===== src/rtl/opcode_tag_decoder_pkg.sv =====
// -----------------------------------------------------------------------------
// opcode_tag_decoder_pkg
// Shared types and constants for the opcodeEnA tag encoding.
//   tag = OPCODEABASE_<type> + offset, so type = tag[8:6] and offset = tag[5:0].
// Contents:
//   opcodeTagT     9-bit encoded tag
//   opcodeEnumT    3-bit command type
//   OPCODEABASE_*  per-type tag base values
//   opcodeDecSt    decoded {op_type, offset} pair carried through the skid buffer
//   occStateT      occupancy states of the 2-entry skid buffer
//   tag_is_valid / decode_tag helper functions
// -----------------------------------------------------------------------------
package opcode_tag_decoder_pkg;

  typedef logic [8:0] opcodeTagT;

  typedef enum logic [2:0] {
    OPCODEATYPE_READ  = 3'd0,
    OPCODEATYPE_WRITE = 3'd1,
    OPCODEATYPE_WAIT  = 3'd2,
    OPCODEATYPE_FLUSH = 3'd3,
    OPCODEATYPE_TRIM  = 3'd4
  } opcodeEnumT;

  localparam opcodeTagT OPCODEABASE_READ  = 9'h000;
  localparam opcodeTagT OPCODEABASE_WRITE = 9'h040;
  localparam opcodeTagT OPCODEABASE_WAIT  = 9'h080;
  localparam opcodeTagT OPCODEABASE_FLUSH = 9'h0C0;
  localparam opcodeTagT OPCODEABASE_TRIM  = 9'h100;

  localparam int OPCODE_OFFSET_W = 6;
  localparam opcodeEnumT OPCODE_TYPE_MAX = OPCODEATYPE_TRIM;

  // "type" is a reserved word, so the type field is called op_type.
  typedef struct packed {
    opcodeEnumT                  op_type;
    logic [OPCODE_OFFSET_W-1:0]  offset;
  } opcodeDecSt;

  localparam int OPCODE_DEC_W = $bits(opcodeDecSt);

  typedef enum logic [1:0] {
    OCC_EMPTY = 2'd0,
    OCC_ONE   = 2'd1,
    OCC_TWO   = 2'd2
  } occStateT;

  // Type fields above TRIM (tags 0x140..0x1FF) carry no command.
  function automatic logic tag_is_valid(input opcodeTagT tag);
    return (tag[8:6] <= OPCODE_TYPE_MAX);
  endfunction

  function automatic opcodeDecSt decode_tag(input opcodeTagT tag);
    opcodeDecSt d;
    d.op_type = opcodeEnumT'(tag[8:6]);
    d.offset  = tag[OPCODE_OFFSET_W-1:0];
    return d;
  endfunction

endpackage


===== src/rtl/opcode_skid_buffer.sv =====
// -----------------------------------------------------------------------------
// opcode_skid_buffer
// Generic 2-entry ready/valid skid buffer: an output register plus one skid
// register. Full throughput; in_ready is registered (low only when the skid
// register is occupied). Ordering is preserved.
// Ports:
//   clk, rst_n            clock, synchronous active-low reset
//   in_valid/in_ready     upstream handshake, in_data W bits
//   out_valid/out_ready   downstream handshake, out_data W bits (registered)
// -----------------------------------------------------------------------------
module opcode_skid_buffer
  import opcode_tag_decoder_pkg::*;
#(
  parameter int W = OPCODE_DEC_W
) (
  input  logic         clk,
  input  logic         rst_n,
  input  logic         in_valid,
  output logic         in_ready,
  input  logic [W-1:0] in_data,
  output logic         out_valid,
  input  logic         out_ready,
  output logic [W-1:0] out_data
);

  occStateT       state_r;
  occStateT       state_s;
  logic           in_ready_r;
  logic           out_valid_r;
  logic [W-1:0]   out_data_r;
  logic [W-1:0]   skid_data_r;
  logic           in_xfer_s;
  logic           out_xfer_s;
  logic           load_out_in_s;
  logic           load_out_skid_s;
  logic           load_skid_s;

  assign in_xfer_s  = in_valid & in_ready_r;
  assign out_xfer_s = out_valid_r & out_ready;

  // Occupancy next-state and register-load selects.
  always_comb begin
    state_s         = state_r;
    load_out_in_s   = 1'b0;
    load_out_skid_s = 1'b0;
    load_skid_s     = 1'b0;
    case (state_r)
      OCC_EMPTY: begin
        if (in_xfer_s) begin
          state_s       = OCC_ONE;
          load_out_in_s = 1'b1;
        end else begin
          state_s = OCC_EMPTY;
        end
      end
      OCC_ONE: begin
        if (in_xfer_s && out_xfer_s) begin
          state_s       = OCC_ONE;
          load_out_in_s = 1'b1;
        end else if (in_xfer_s) begin
          // Output held: park the new entry in the skid register.
          state_s     = OCC_TWO;
          load_skid_s = 1'b1;
        end else if (out_xfer_s) begin
          state_s = OCC_EMPTY;
        end else begin
          state_s = OCC_ONE;
        end
      end
      OCC_TWO: begin
        // in_ready is low here, so only a drain can happen.
        if (out_xfer_s) begin
          state_s         = OCC_ONE;
          load_out_skid_s = 1'b1;
        end else begin
          state_s = OCC_TWO;
        end
      end
      default: begin
        state_s = OCC_EMPTY;
      end
    endcase
  end

  // State, handshake flags and data registers.
  always_ff @(posedge clk) begin
    if (!rst_n) begin
      state_r     <= OCC_EMPTY;
      in_ready_r  <= 1'b1;
      out_valid_r <= 1'b0;
      out_data_r  <= {W{1'b0}};
      skid_data_r <= {W{1'b0}};
    end else begin
      state_r     <= state_s;
      in_ready_r  <= (state_s != OCC_TWO);
      out_valid_r <= (state_s != OCC_EMPTY);
      if (load_out_in_s) begin
        out_data_r <= in_data;
      end else if (load_out_skid_s) begin
        out_data_r <= skid_data_r;
      end
      if (load_skid_s) begin
        skid_data_r <= in_data;
      end
    end
  end

  assign in_ready  = in_ready_r;
  assign out_valid = out_valid_r;
  assign out_data  = out_data_r;

endmodule


===== src/rtl/opcode_tag_decoder.sv =====
// -----------------------------------------------------------------------------
// opcode_tag_decoder
// Splits a stream of 9-bit opcodeTagT tags into {opcodeEnumT, 6-bit offset}.
// Valid tags pass through a 2-entry skid buffer (registered output, one-cycle
// latency, full throughput). Invalid tags (type field > TRIM) are consumed,
// never forwarded, and reported via err_pulse / err_sticky / err_tag.
// Optional feature macro: OPCODE_TAG_DECODER_STATS_EN
//   defined   : five saturating CNT_W per-type output-transfer counters,
//               read through stat_sel -> stat_cnt (registered, 1-cycle latency)
//   undefined : no counters, stat_cnt tied to 0
// Ports:
//   clk, rst_n                      clock, synchronous active-low reset
//   in_valid/in_ready/in_tag        tag input handshake
//   out_valid/out_ready             decoded command handshake
//   out_type, out_offset            decoded command
//   err_pulse, err_sticky, err_tag  invalid-tag reporting; err_clr clears
//   stat_sel, stat_cnt              statistics read port
// -----------------------------------------------------------------------------
module opcode_tag_decoder
  import opcode_tag_decoder_pkg::*;
#(
  parameter int CNT_W = 16
) (
  input  logic             clk,
  input  logic             rst_n,
  input  logic             in_valid,
  output logic             in_ready,
  input  logic [8:0]       in_tag,
  output logic             out_valid,
  input  logic             out_ready,
  output logic [2:0]       out_type,
  output logic [5:0]       out_offset,
  output logic             err_pulse,
  output logic             err_sticky,
  output logic [8:0]       err_tag,
  input  logic             err_clr,
  input  logic [2:0]       stat_sel,
  output logic [CNT_W-1:0] stat_cnt
);

  opcodeDecSt  in_dec_s;
  opcodeDecSt  out_dec_s;
  logic        tag_ok_s;
  logic        in_xfer_s;
  logic        bad_xfer_s;
  logic        out_xfer_s;
  logic        err_pulse_r;
  logic        err_sticky_r;
  opcodeTagT   err_tag_r;

  assign tag_ok_s   = tag_is_valid(in_tag);
  assign in_dec_s   = decode_tag(in_tag);
  assign in_xfer_s  = in_valid & in_ready;
  assign bad_xfer_s = in_xfer_s & ~tag_ok_s;
  assign out_xfer_s = out_valid & out_ready;

  // Invalid tags never enter the buffer, but are still consumed because
  // in_ready comes straight from the buffer.
  opcode_skid_buffer #(
    .W (OPCODE_DEC_W)
  ) u_skid (
    .clk       (clk),
    .rst_n     (rst_n),
    .in_valid  (in_valid & tag_ok_s),
    .in_ready  (in_ready),
    .in_data   (in_dec_s),
    .out_valid (out_valid),
    .out_ready (out_ready),
    .out_data  (out_dec_s)
  );

  assign out_type   = out_dec_s.op_type;
  assign out_offset = out_dec_s.offset;

  // Error capture: first error since clear wins; an error in the same cycle
  // as err_clr takes priority over the clear.
  always_ff @(posedge clk) begin
    if (!rst_n) begin
      err_pulse_r  <= 1'b0;
      err_sticky_r <= 1'b0;
      err_tag_r    <= 9'h000;
    end else begin
      err_pulse_r <= bad_xfer_s;
      if (bad_xfer_s) begin
        err_sticky_r <= 1'b1;
        if (!err_sticky_r || err_clr) begin
          err_tag_r <= in_tag;
        end
      end else if (err_clr) begin
        err_sticky_r <= 1'b0;
        err_tag_r    <= 9'h000;
      end
    end
  end

  assign err_pulse  = err_pulse_r;
  assign err_sticky = err_sticky_r;
  assign err_tag    = err_tag_r;

`ifdef OPCODE_TAG_DECODER_STATS_EN
  logic [CNT_W-1:0] cnt_r [5];
  logic [CNT_W-1:0] stat_cnt_r;

  // Per-type saturating counters and registered read port.
  always_ff @(posedge clk) begin
    if (!rst_n) begin
      for (int i = 0; i < 5; i++) begin
        cnt_r[i] <= {CNT_W{1'b0}};
      end
      stat_cnt_r <= {CNT_W{1'b0}};
    end else begin
      if (out_xfer_s && (cnt_r[out_type] != {CNT_W{1'b1}})) begin
        cnt_r[out_type] <= cnt_r[out_type] + {{(CNT_W-1){1'b0}}, 1'b1};
      end
      if (stat_sel <= 3'd4) begin
        stat_cnt_r <= cnt_r[stat_sel];
      end else begin
        stat_cnt_r <= {CNT_W{1'b0}};
      end
    end
  end

  assign stat_cnt = stat_cnt_r;
`else
  logic stat_unused_s;
  assign stat_unused_s = (^stat_sel) ^ out_xfer_s;
  assign stat_cnt      = {CNT_W{1'b0}};
`endif

endmodule


===== config.mk =====
export PLATFORM = sky130hd
export DESIGN_NAME = opcode_tag_decoder
export DESIGN_NICKNAME = d
export VERILOG_FILES = /design/src/rtl/opcode_tag_decoder_pkg.sv /design/src/rtl/opcode_skid_buffer.sv /design/src/rtl/opcode_tag_decoder.sv
export SDC_FILE = /design/constraint.sdc
export NUM_CORES = 1
export LEC_CHECK = 0
export ABC_CLOCK_PERIOD_IN_PS = 2400
export BUFFER_PORTS_ARGS = -buffer_cell sky130_fd_sc_hd__buf_4
export CORE_UTILIZATION = 52
export DETAILED_ROUTE_END_ITERATION = 8
export PLACE_DENSITY = 0.82
export SLEW_MARGIN = 20
export SYNTH_ARGS = -nofsm -noshare
export SYNTH_HDL_FRONTEND = slang
export SYNTH_SLANG_ARGS = --single-unit

===== constraint.sdc =====
create_clock -name clk -period 2.4 [get_ports clk]
set_input_delay 0.48 -clock clk [delete_from_list [all_inputs] [get_ports clk]]
set_output_delay 0.48 -clock clk [all_outputs]
set_load 0.02 [all_outputs]

==> Yosys cells after proc, flatten, opt, wreduce, memory -nomap -nowiden <==
Cells that the tools add are included.
{ "op_classes": {"eq_ne": 4, "n_bitwise": 6, "n_reduce_logical": 8, "n_lt_le_gt_ge": 1, "muxes": 20} }
{ "op_table": {"columns": ["operator", "n"], "rows": [
  ["$mux W9", 5],
  ["$mux W1", 10],
  ["$mux W2", 3],
  ["$pmux W2 S3", 1],
  ["$reduce_bool A2 Y1", 3],
  ["$and A1 B1 Y1", 5],
  ["$le A3 B3 Y1 const B", 1],
  ["$eq A2 B1 Y1 const B", 1],
  ["$eq A2 B2 Y1 const B", 1],
  ["$logic_not A2 Y1", 1],
  ["$ne A2 B1 Y1 const B", 1],
  ["$ne A2 B2 Y1 const B", 1],
  ["$pmux W1 S2", 1],
  ["$reduce_and A2 Y1", 1],
  ["$logic_and A1 B1 Y1", 1],
  ["$logic_not A1 Y1", 1],
  ["$logic_or A1 B1 Y1", 1],
  ["$not A1 Y1", 1]
]} }
{ "word_totals": {"word_cells": 47, "reg_bits": 33, "input_bits": 17, "out_inout_bits": 38} }

==> Longest topological paths before layout <==
{ "logic_depth": {"word_depth": 7, "mapped_depth": 8, "mapped_depth_nobuf": 6} }

==> Cells and area by module <==
Synthesis repeated with hierarchy kept, for this count alone.
{ "unflattened": {"cells_unflattened": 165, "area_unflattened_um2": 1551.5} }
{ "modules_own_cells": {"columns": ["mod", "n_inst", "area_per_inst_um2", "cells_each", "seq_area_each_um2"], "rows": [
  ["opcode_skid_buffer", 1, 965.9, 99, 440.4],
  ["opcode_tag_decoder", 1, 585.6, 66, 220.2]
]} }

==> Least setup slack after synthesis <==
No wires, ideal clock.
{ "synth_timing": {"path_kind": "input port to flip-flop", "from": "input in_tag[6]", "to": "register u_skid.skid_data_r[0]", "t_arrival_ns": 1.569, "stages": 8, "required_ns": 2.283, "n_path_buf": 2, "slack_ns": 0.714, "setup_ns": 0.117, "cell_sequence": "o21a_1 -> buf_6 -> nor2_1 -> ha_1 -> nand3b_4 -> buf_8 -> mux2i_1 -> nor2_1"} }
{ "synth_via": {"elab_chain_cells": 6, "word_cells_on_any_way": 7, "classes_between": "1 x order compare; 3 x mux; 2 x bitwise; 1 x reduce/logical"} }
{ "synth_lines": {"columns": ["element", "line", "text"], "rows": [
  ["start: declaration", "opcode_tag_decoder.sv:28", "input logic [8:0] in_tag,"],
  ["$le A3 B3 Y1 (*)", "opcode_tag_decoder_pkg.sv:50", "return (tag[8:6] <= OPCODE_TYPE_MAX);"],
  ["$and A1 B1 Y1 (*)", "opcode_tag_decoder.sv:64", ".in_valid (in_valid & tag_ok_s),"],
  ["$and A1 B1 Y1 (*)", "opcode_skid_buffer.sv:38", "assign in_xfer_s = in_valid & in_ready_r;"],
  ["$mux W1 / $logic_and A1 B1 Y1 (equally long branches)", "opcode_skid_buffer.sv:60, opcode_skid_buffer.sv:57", null],
  ["$mux W1 (*)", "opcode_skid_buffer.sv:57", "if (in_xfer_s && out_xfer_s) begin"],
  ["$mux W1 (*)", "opcode_skid_buffer.sv:47", "case (state_r)"],
  ["end signal: assignment", "opcode_skid_buffer.sv:92", "skid_data_r <= {W{1'b0}};"],
  ["end signal: assignment", "opcode_skid_buffer.sv:103", "skid_data_r <= in_data;"],
  ["end: declaration", "opcode_skid_buffer.sv:31", "logic [W-1:0] skid_data_r;"]
]} }
Mark *: on every way between the ends. The rest lies on a longest branch, timed or not.
A chain may end at the register's enable or synchronous reset.

==> Worst setup path in the final report <==
{ "layout_timing": {"from": "register u_skid.state_r[0]", "to": "register u_skid.out_data_r[1] (netlist: u_skid.out_data[1])"} }
{ "layout_via": {"elab_chain_cells": 3, "word_cells_on_any_way": 7, "classes_between": "2 x eq/ne; 3 x mux; 2 x reduce/logical"} }
{ "layout_lines": {"columns": ["element", "line", "text"], "rows": [
  ["start: declaration", "opcode_skid_buffer.sv:26", "occStateT state_r;"],
  ["start signal: assignment", "opcode_skid_buffer.sv:94", "state_r <= state_s;"],
  ["$eq A2 B1 Y1, or another cell as far along", "opcode_skid_buffer.sv:47", null],
  ["$pmux W1 S2 / $mux W1 (equally long branches)", "opcode_skid_buffer.sv:47", null],
  ["$mux W9 / $reduce_bool A2 Y1 (equally long branches)", null, null],
  ["end signal: assignment", "opcode_skid_buffer.sv:91", "out_data_r <= {W{1'b0}};"],
  ["end signal: assignment", "opcode_skid_buffer.sv:98", "out_data_r <= in_data;"],
  ["end signal: assignment", "opcode_skid_buffer.sv:100", "out_data_r <= skid_data_r;"],
  ["end: declaration", "opcode_skid_buffer.sv:30", "logic [W-1:0] out_data_r;"]
]} }
Parallel ways exist; a longest one is shown, timed or not.

==> results.cfg <==
[clock_tree]
cts_buffer_depth = 2
worstSkewPairLatency_ns = 0.33
cts_resized = 0
cts_tree = built
cts-buffers-inserted = 5
ctsHoldBuffers = 0
clkTransAtPathRegs_ns = 0.09
clock-sinks = 33
cts_max_level = 2
root_buffer = clkbuf_4
post-cts-setup-buffers = 0

[timing]
rsz0062_at_grt = no
worstMarginPinSlew_ns = 0.620
fmax_mhz = 592
maxSlewHeadroom_pct = 58.7
setup_violations = 0
hold_ws_ns = 0.408
fin_crit_ns = 1.69
fin_skew_ns = 0.00670
finalSetupTns_ns = 0
finalHoldViolCount = 0
finalCritPeriodShare_pct = 70.3
drv_slew = 0

[critical_path]
critPathCaptureType = register
worstPathArrival_ns = 1.91
r2r_slack_ns = 0.71
worst-setup-path-type = reg -> reg
path_max_fanout = 14
start_kind = register
required_ns = 2.62

[logic_synthesis]
synthCells = 169
yosysTopAreaCellShare_pct = 38.9
synth_edf_count = 0
synth_async_sr_flop_share_pct = 0
yosys_warnings = 0
synth_area_leaders = dfxtp_1 39%, mux2i_1 11%, buf_4 8.4%
ys_seq_elements = 33
syn_avg_cell_area_um2 = 10.1
synth_top_area_cell = dfxtp_1
synth_flop_cell = dfxtp_1
ys_types = 31
synth.cell_area_mm2 = 0.00170
yosysSeqAreaShare_pct = 38.9

[placed_design]
place.gp.congestion = 0.845
dp_hpwl_um = 2530
port_buffers = 35
place_area_mm2 = 0.00188
place_inst = 238

[floorplan]
coreArea_mm2 = 0.00308
io_pins = 55
die_h_um = 59.2
die_w_um = 59.2
dieArea_mm2 = 0.00350
floorplan.initialDensity_pct = 55.2
rows = 20

[job]
maxCapViolCount = 0

[power]
switchingPower_uw = 341
power.density_mw_per_mm2 = 589
power_frac_clock_pct = 25.5
p_sw_share_pct = 30.0
leakagePower_nw = 0.840
peakVddDrop_mv = 0.344
seq_power_share_pct = 53.1
pwr-share-comb_pct = 21.3
power.internal_uw = 795

[cells_and_area]
diodes = 0
syn_to_final_growth_pct = 13.5
fillers = 270
instances_no_fill = 246
drive_above_1_share_pct = 24.8
nets = 220
postLayoutCellArea_mm2 = 0.00193

[drt]
ant_nets = 0
drt_iter0_markers = 28
drt-pass1-iter-count = 4
wirelength_um = 3430
viasPerCell = 5.42
route.vias.total = 1333
drt-wirelength-per-cell_um = 13.9
drc = 0

[outcome]
status = completed

[global_route]
grt_pass1_wl_um = 5480
grt_pass1_vias = 1211
overflow = 0
track_usage_pct = 21.1
grt_max_degree = 28
grt_antenna_before_repair = 0

[hold_path]
hold_path_class = in -> reg
[cell type report]
class | count | area, um2 | share of cell area (%)
Clock buffer | 8 | 48.8 | 2.53
Multi-Input combinational cell | 122 | 880 | 45.6
Sequential cell | 33 | 661 | 34.2
Inverter | 2 | 7.51 | 0.389
Tap cell | 44 | 55.1 | 2.85
Timing Repair Buffer | 37 | 278 | 14.4
[cell usage after synthesis (2+ instances only)]
cell / instances
a21oi_1: 13
a21oi_2: 2
buf_2: 2
buf_4: 19
buf_6: 3
clkbuf_1: 2
dfxtp_1: 33
ha_1: 2
inv_1: 2
mux2i_1: 18
nand2_1: 11
nand2b_1: 3
nand3b_1: 8
nand4bb_1: 10
nor2_1: 11
o22ai_1: 8
o311ai_1: 8
[flip-flops by register name, summed over array words and instances, names as in the netlist]
name	flops
err_sticky	1
u_skid.in_ready	1
u_skid.out_valid	1
u_skid.skid_data_r	9
u_skid.out_data	9
err_tag	9
err_pulse	1
u_skid.state_r	2
[cell usage in the layout, fill, tap and decap left out, drive strengths merged, types with 9 or more instances in the layout]
| cell | count |
|---|---|
| buf | 37 |
| dfxtp | 33 |
| nand3b | 9 |
| mux2i | 18 |
| conb | 16 |
| nand2 | 11 |
| nand4bb | 10 |
| nor2 | 12 |
| a21oi | 15 |
[worst paths after layout]
check	startpoint	to	depth (start not counted)
worst max-delay path	u_skid.state_r[0]	u_skid.out_data[1]	3
worst min-delay path	in_tag[1]	u_skid.skid_data_r[1]	3
worst max register to register	u_skid.state_r[0]	u_skid.out_data[1]	3
worst min register to register	err_tag[8]	err_tag[8]	2
[logic make-up (layout without fill, tap and decap cells)]
| family | count (synthesis) | after routing | synth area share, % |
|---|---|---|---|
| adders and majority gates | 2 | 2 | 1.47 |
| DFF | 33 | 33 | 38.9 |
| and+or+nand+nor | 49 | 49 | 19.4 |
| other | 1 | 16 | 0.221 |
| AOI/OAI and AO/OA | 37 | 37 | 16.7 |
| muxes | 18 | 18 | 10.6 |
| buffers and inverters | 29 | 47 | 12.7 |
[power by group through the flow]
stage	combinational (mW)	clock (mW)	sequential, mW
floorplan	0.162	0	0.637
detailed placement	0.243	0	0.616
global placement	0.238	0	0.613
finish	0.242	0.290	0.603
CTS	0.243	0.297	0.603
global route	0.262	0.321	0.607
[routing by layer]
| layer | vias up | wire (um) | global-route usage [%] |
|---|---|---|---|
| met5 | - | 0 | 0 |
| met4 | 0 | 60 | 10.2 |
| met3 | 7 | 138 | 5.24 |
| met2 | 30 | 1760 | 36.0 |
| met1 | 643 | 1470 | 24.7 |
| li1 | 653 | - | - |
[worst max-delay path, cell delays in order (launching register included)]
cell,delay (ns)
dfxtp_1,0.48
and4b_1,0.74
mux2i_1,0.28
a21oi_1,0.08
[metrics by stage]
| stage | worst slack, ns | power, mW | utilization [%] |
|---|---|---|---|
| final | 0.712 | 1.14 | 62.7 |
| after floorplan | 0.714 | 0.799 | - |
| after global placement | 0.590 | 0.850 | 61.1 |
| after detailed placement | 0.502 | 0.859 | 61.1 |
| after global routing | 0.606 | 1.19 | 62.7 |
| after CTS | 0.701 | 1.14 | 62.7 |
No activity file was read; power rests on OpenSTA's default activity.
